## src/rtl/ram_arbiter_pkg.sv

```systemverilog
`default_nettype none
// ============================================================================
// Module   : ram_arbiter_pkg
// Brief    : Shared types and constants for the two-port RAM arbiter.
// Revision : 1.0  initial release
// ============================================================================
package ram_arbiter_pkg;

    typedef enum logic [0:0] {
        RR    = 1'b0,
        LOCK1 = 1'b1
    } arb_state_t;

    localparam int   MAX_WAIT_DEFAULT = 4;

    localparam logic P_CPU = 1'b0;
    localparam logic P_LDR = 1'b1;

endpackage : ram_arbiter_pkg
`default_nettype wire

```

## src/rtl/ram_arbiter_rr_pick.sv

```systemverilog
`default_nettype none
// ============================================================================
// Module   : rr_pick
// Brief    : Two-way round-robin picker producing a one-hot grant.
// Revision : 1.0  initial release
// ============================================================================
module rr_pick
    import ram_arbiter_pkg::*;
(
    input  logic [1:0] i_req,
    input  logic       i_last,
    output logic [1:0] o_gnt
);

    always_comb begin
        o_gnt = 2'b00;
        case (i_req)
            2'b01:   o_gnt[P_CPU] = 1'b1;
            2'b10:   o_gnt[P_LDR] = 1'b1;
            // On a tie the port that did not win last time goes first
            2'b11:   o_gnt = (i_last == P_LDR) ? 2'b01 : 2'b10;
            default: o_gnt = 2'b00;
        endcase
    end

endmodule : rr_pick
`default_nettype wire

```

## src/rtl/ram_arbiter.sv

```systemverilog
`default_nettype none
// ============================================================================
// Module   : ram_arbiter
// Brief    : Round-robin arbiter sharing one synchronous RAM between the CPU
//            and the loader port, with loader lock and CPU starvation guard.
// Revision : 1.0  initial release
// ============================================================================
module ram_arbiter
    import ram_arbiter_pkg::*;
#(
    parameter int ADDR_W   = 8,
    parameter int DATA_W   = 16,
    parameter int MAX_WAIT = MAX_WAIT_DEFAULT
) (
    input  logic              clk,
    input  logic              rst,
    input  logic              req0,
    input  logic              we0,
    input  logic [ADDR_W-1:0] addr0,
    input  logic [DATA_W-1:0] wdata0,
    output logic              gnt0,
    output logic              rvalid0,
    output logic [DATA_W-1:0] rdata0,
    input  logic              req1,
    input  logic              we1,
    input  logic [ADDR_W-1:0] addr1,
    input  logic [DATA_W-1:0] wdata1,
    output logic              gnt1,
    output logic              rvalid1,
    output logic [DATA_W-1:0] rdata1,
    input  logic              lock1,
    output logic              ram_w_en,
    output logic [ADDR_W-1:0] ram_r_addr,
    output logic [ADDR_W-1:0] ram_w_addr,
    output logic [DATA_W-1:0] ram_w_data,
    input  logic [DATA_W-1:0] ram_r_data
);

    localparam logic [3:0] c_max_wait = 4'(MAX_WAIT);

    arb_state_t r_state;
    arb_state_t w_next_state;
    logic       r_last;
    logic [3:0] r_wait_cnt;
    logic       r_rvalid0;
    logic       r_rvalid1;
    logic [1:0] w_rr_gnt;
    logic       w_locked;
    logic       w_forced;
    logic       w_gnt0;
    logic       w_gnt1;

    rr_pick u_rr_pick (
        .i_req  ({req1, req0}),
        .i_last (r_last),
        .o_gnt  (w_rr_gnt)
    );

    // The cycle lock1 drops is already arbitrated round-robin
    assign w_locked = (r_state == LOCK1) && lock1;
    assign w_forced = w_locked && req0 && (r_wait_cnt >= c_max_wait);

    always_comb begin
        w_gnt0       = 1'b0;
        w_gnt1       = 1'b0;
        w_next_state = r_state;
        if (!rst) begin
            if (w_locked) begin
                if (w_forced) begin
                    w_gnt0 = 1'b1;
                end else if (req1) begin
                    w_gnt1 = 1'b1;
                end else begin
                    w_gnt0 = req0;
                end
            end else begin
                w_gnt0 = w_rr_gnt[P_CPU];
                w_gnt1 = w_rr_gnt[P_LDR];
            end
        end
        case (r_state)
            RR:      if (w_gnt1 && lock1) w_next_state = LOCK1;
            LOCK1:   if (!lock1)          w_next_state = RR;
            default: w_next_state = RR;
        endcase
    end

    always_ff @(posedge clk or posedge rst) begin
        if (rst) begin
            r_state    <= RR;
            r_last     <= P_LDR;
            r_wait_cnt <= 4'd0;
            r_rvalid0  <= 1'b0;
            r_rvalid1  <= 1'b0;
        end else begin
            r_state <= w_next_state;
            if (w_gnt0) begin
                r_last <= P_CPU;
            end else if (w_gnt1) begin
                r_last <= P_LDR;
            end
            if (!w_locked || w_gnt0) begin
                r_wait_cnt <= 4'd0;
            end else if (req0 && (r_wait_cnt < c_max_wait)) begin
                r_wait_cnt <= r_wait_cnt + 4'd1;
            end
            r_rvalid0 <= w_gnt0 & ~we0;
            r_rvalid1 <= w_gnt1 & ~we1;
        end
    end

    assign gnt0       = w_gnt0;
    assign gnt1       = w_gnt1;
    assign rvalid0    = r_rvalid0;
    assign rvalid1    = r_rvalid1;
    assign rdata0     = ram_r_data;
    assign rdata1     = ram_r_data;
    assign ram_w_en   = w_gnt0 ? we0 : (w_gnt1 ? we1 : 1'b0);
    assign ram_r_addr = w_gnt1 ? addr1 : addr0;
    assign ram_w_addr = w_gnt1 ? addr1 : addr0;
    assign ram_w_data = w_gnt1 ? wdata1 : wdata0;

endmodule : ram_arbiter
`default_nettype wire

```

## config.mk

```make
export PLATFORM = sky130hd
export DESIGN_NAME = ram_arbiter
export DESIGN_NICKNAME = d
export VERILOG_FILES = /design/src/rtl/ram_arbiter_pkg.sv /design/src/rtl/ram_arbiter_rr_pick.sv /design/src/rtl/ram_arbiter.sv
export SDC_FILE = /design/constraint.sdc
export NUM_CORES = 1
export LEC_CHECK = 0
export CELL_PAD_IN_SITES_DETAIL_PLACEMENT = 0
export CELL_PAD_IN_SITES_GLOBAL_PLACEMENT = 2
export CORE_MARGIN = 10
export CORE_UTILIZATION = 11
export CTS_CLUSTER_SIZE = 24
export DETAILED_ROUTE_END_ITERATION = 8
export GPL_TIMING_DRIVEN = 0
export MAX_ROUTING_LAYER = met4
export PLACE_DENSITY_LB_ADDON = 0.1
export SYNTH_ARGS = -nofsm -noshare
export SYNTH_HDL_FRONTEND = slang
export SYNTH_HIERARCHICAL = 1
export SYNTH_SLANG_ARGS = --single-unit
```

## constraint.sdc

```tcl
create_clock -name clk -period 1.7 [get_ports clk]
set_input_delay 0.17 -clock clk [delete_from_list [all_inputs] [get_ports clk]]
set_output_delay 0.17 -clock clk [all_outputs]
set_load 0.05 [all_outputs]
```

==> metrics, run 1 <==
final core utilization 28.9%; Worst EP required ~1500 ps; hold_buf cts 0; met3 WL between 600 and 700 um; clock buffer count from CTS 3; Top Layer Used met4; RSZ-0062 raised after global routing yes; leading cell type in the layout, fill and taps excluded clkdlybuf4s50_1; Ports 140; status complete, but fails checks; Final Non-Filler Cells roughly 380; Syn-to-layout area delta 160%; Final setup viols 35; number of antenna diodes 0; Congestion Overflow GR 0; Synth Area per Inst a little over 10 sq um; Worst path max stage delay between 500 and 600 ps; largest net degree at the start of global routing 11; Met2 Wirelength about 2600 um; Least-Margin Pin Slew approximately 890 ps; post-route ant nets 0; full die area 14200 sq um; Crit path top cell by count buf_8; Initial Utilization about 11%; Syn Nets around 180; vias about 1200; failing checks negative setup slack; power per cell area roughly 610 nW/um^2; Max IR drop VDD around 0.00022 V; register area share after synthesis 18.7%; die width about 120 um; ys async rst share 100%; timing-limited maximum frequency between 400 and 500 MHz; clock-pin slew on the worst setup and hold paths roughly 40 ps; routability cong. 0.663; pins over their slew limit 0; Leak around 1.2 nW; Post-synth EDFFs 0; antenna violations before repair 0; CP max FO 5; max-cap viol count 0; most used flip-flop cell after synthesis dfrtp_1; Ys Warns 6; global-route wire length before repair a little under 8000 um; Clock Skew approximately 3.7 ps; most frequent cells in the layout clkdlybuf4s50_1, buf_4, buf_6; Clk Latency, worst-skew pair around 230 ps; total global-route track usage under 10%; worst setup path category flop to output pin; WL/cell approximately 14 um; Residual DRC 0; worst rel slew slack between 40% and 50%; slowest CP cell dfstp_2; Post-Syn Area roughly 1100 sq um; row cnt 36; Die Ht 119 um; minimum clock period roughly 2100 ps; layout cells sized above 1 52.0%; CTS Root Cell clkbuf_8; startpoint type of the worst setup path flop; count of cell types in the netlist 27; vias per inst 3.29; CP Cell Sequence a21boi_2 -> a32o_2 -> buf_8 -> buf_12 -> mux2_4 -> buf_8 -> buf_8; period utilization 124%; Max Buffers Root-to-Sink 2; Core Region between 9000 and 10000 sq um; vias in the first global route between 1000 and 1500; final hold slack about 200 ps; DR iter-0 viols 25; Critical Path AT between 1500 and 2000 ps; HPWL reported at the end of detailed placement 4680 um; CTS tree built; CTS H-tree depth 1; DP Cell Count approximately 360; Post-Synthesis Cells about 110; Metal-1 WL approximately 2100 um; Seq cells post-synth 8; final hold violation count 0; Total Wirelength roughly 5400 um; final setup margin -411 ps; Worst Setup End Kind output pin; DRT Pass-1 Iters 4; Sink Count 8; Port Buffer Count 123; Hold WC Path Type input port to asynchronous set/reset pin; NumNets Final 317
[per-stage QoR]
| stage | area (sq um) | power [mW] | setup slack (ps) | TNS [ps] |
|---|---|---|---|---|
| after CTS | 2700 | 1.68 | -447 | -11340 |
| after detailed placement | 2520 | 1.34 | -1280 | -41020 |
| after global placement | 2520 | 1.35 | -1320 | -42510 |
| after floorplan | 1130 | 0.949 | -152 | -1180 |
| after global routing | 2800 | 1.78 | -465 | -12950 |
| final | 2800 | 1.71 | -411 | -10960 |
[final timing paths]
kind / cells after the start / to / slack, ps / start
worst max register to register: 8 / r_last / 60 / r_last
worst min-delay path: 3 / rvalid0 / 200 / rst
worst max-delay path: 7 / ram_w_addr[3] / -410 / r_last
max in group asynchronous: 3 / r_last / 1280 / rst
worst min register to register: 2 / r_wait_cnt[1] / 530 / r_wait_cnt[1]
min in group clk: 2 / r_state / 430 / lock1
[layout make-up]
| class | count | area (sq um) |
|---|---|---|
| Sequential cell | 8 | 201 |
| Buffer | 43 | 384 |
| Fill cell | 1029 | 6890 |
| Tap cell | 133 | 166 |
| Inverter | 4 | 18.8 |
| Multi-Input combinational cell | 50 | 553 |
| Timing Repair Buffer | 135 | 1430 |
| Clock buffer | 4 | 45.0 |
[routing by layer]
metal	vias to the layer above	GRT usage, %
li1	599	-
met1	542	7.19
met2	96	12.3
met3	5	3.59
met4	0	2.29
met5	-	-
[worst max-delay path, delay by kind of cell (launching register included)]
family | cells | cell delay [ps]
buffers and inverters | 4 | 540
AO/OA/AOI/OAI | 2 | 340
flip-flops | 1 | 530
multiplexers | 1 | 310
[Yosys cell counts (all sizes together) (2+ instances only)]
master,n,area share [%]
nor2b,3,1.7
nor3b,2,1.4
a21boi,2,1.4
a32o,2,1.9
mux2,24,31
nor2,4,1.4
inv,4,1.4
dfrtp,7,16
buf,43,32
[power breakdown]
| part | switching [mW] | internal [mW] |
|---|---|---|
| clock | 0.0783 | 0.163 |
| combinational | 0.650 | 0.608 |
| sequential | 0.00695 | 0.207 |
| total | 0.735 | 0.977 |
[logic make-up (layout without fill, tap and decap cells)]
logic type	count (synthesis)	count (layout)	synth area share, %
xor gates and xnor gates	1	1	0.812
AOI/OAI and AO/OA	11	11	8.01
muxes	25	25	31.6
and+or+nand+nor	12	12	6.61
DFF	8	8	18.7
adders and majority gates	1	1	1.16
buffers and inverters	47	186	33.2
[timing repair]
action                                  CTS  global route
resized for setup                       254            20
buffers inserted                          6             4
pin swaps                                 3             2
cloned                                    2             0
endpoints found under the setup margin   35            35
[registers in the layout, indices dropped and copies added (netlist names)]
| signal | flops |
|---|---|
| r_last | 1 |
| r_state | 1 |
| r_wait_cnt | 4 |
| rvalid0 | 1 |
| rvalid1 | 1 |
Power figures use the tool's default switching activity.
==> inputs of run 2 (changes only) <==
CAP_MARGIN = 30   (was default)
==> results of run 2 <==
No change in the layout: final DEF, timing and power equal those of run 1.
==> inputs of run 3 (changes only) <==
ABC_CLOCK_PERIOD_IN_PS = 1700   (was default)
CAP_MARGIN = 15   (was 30)
==> results of run 3 <==
No change in the layout: final DEF, timing and power equal those of run 1.
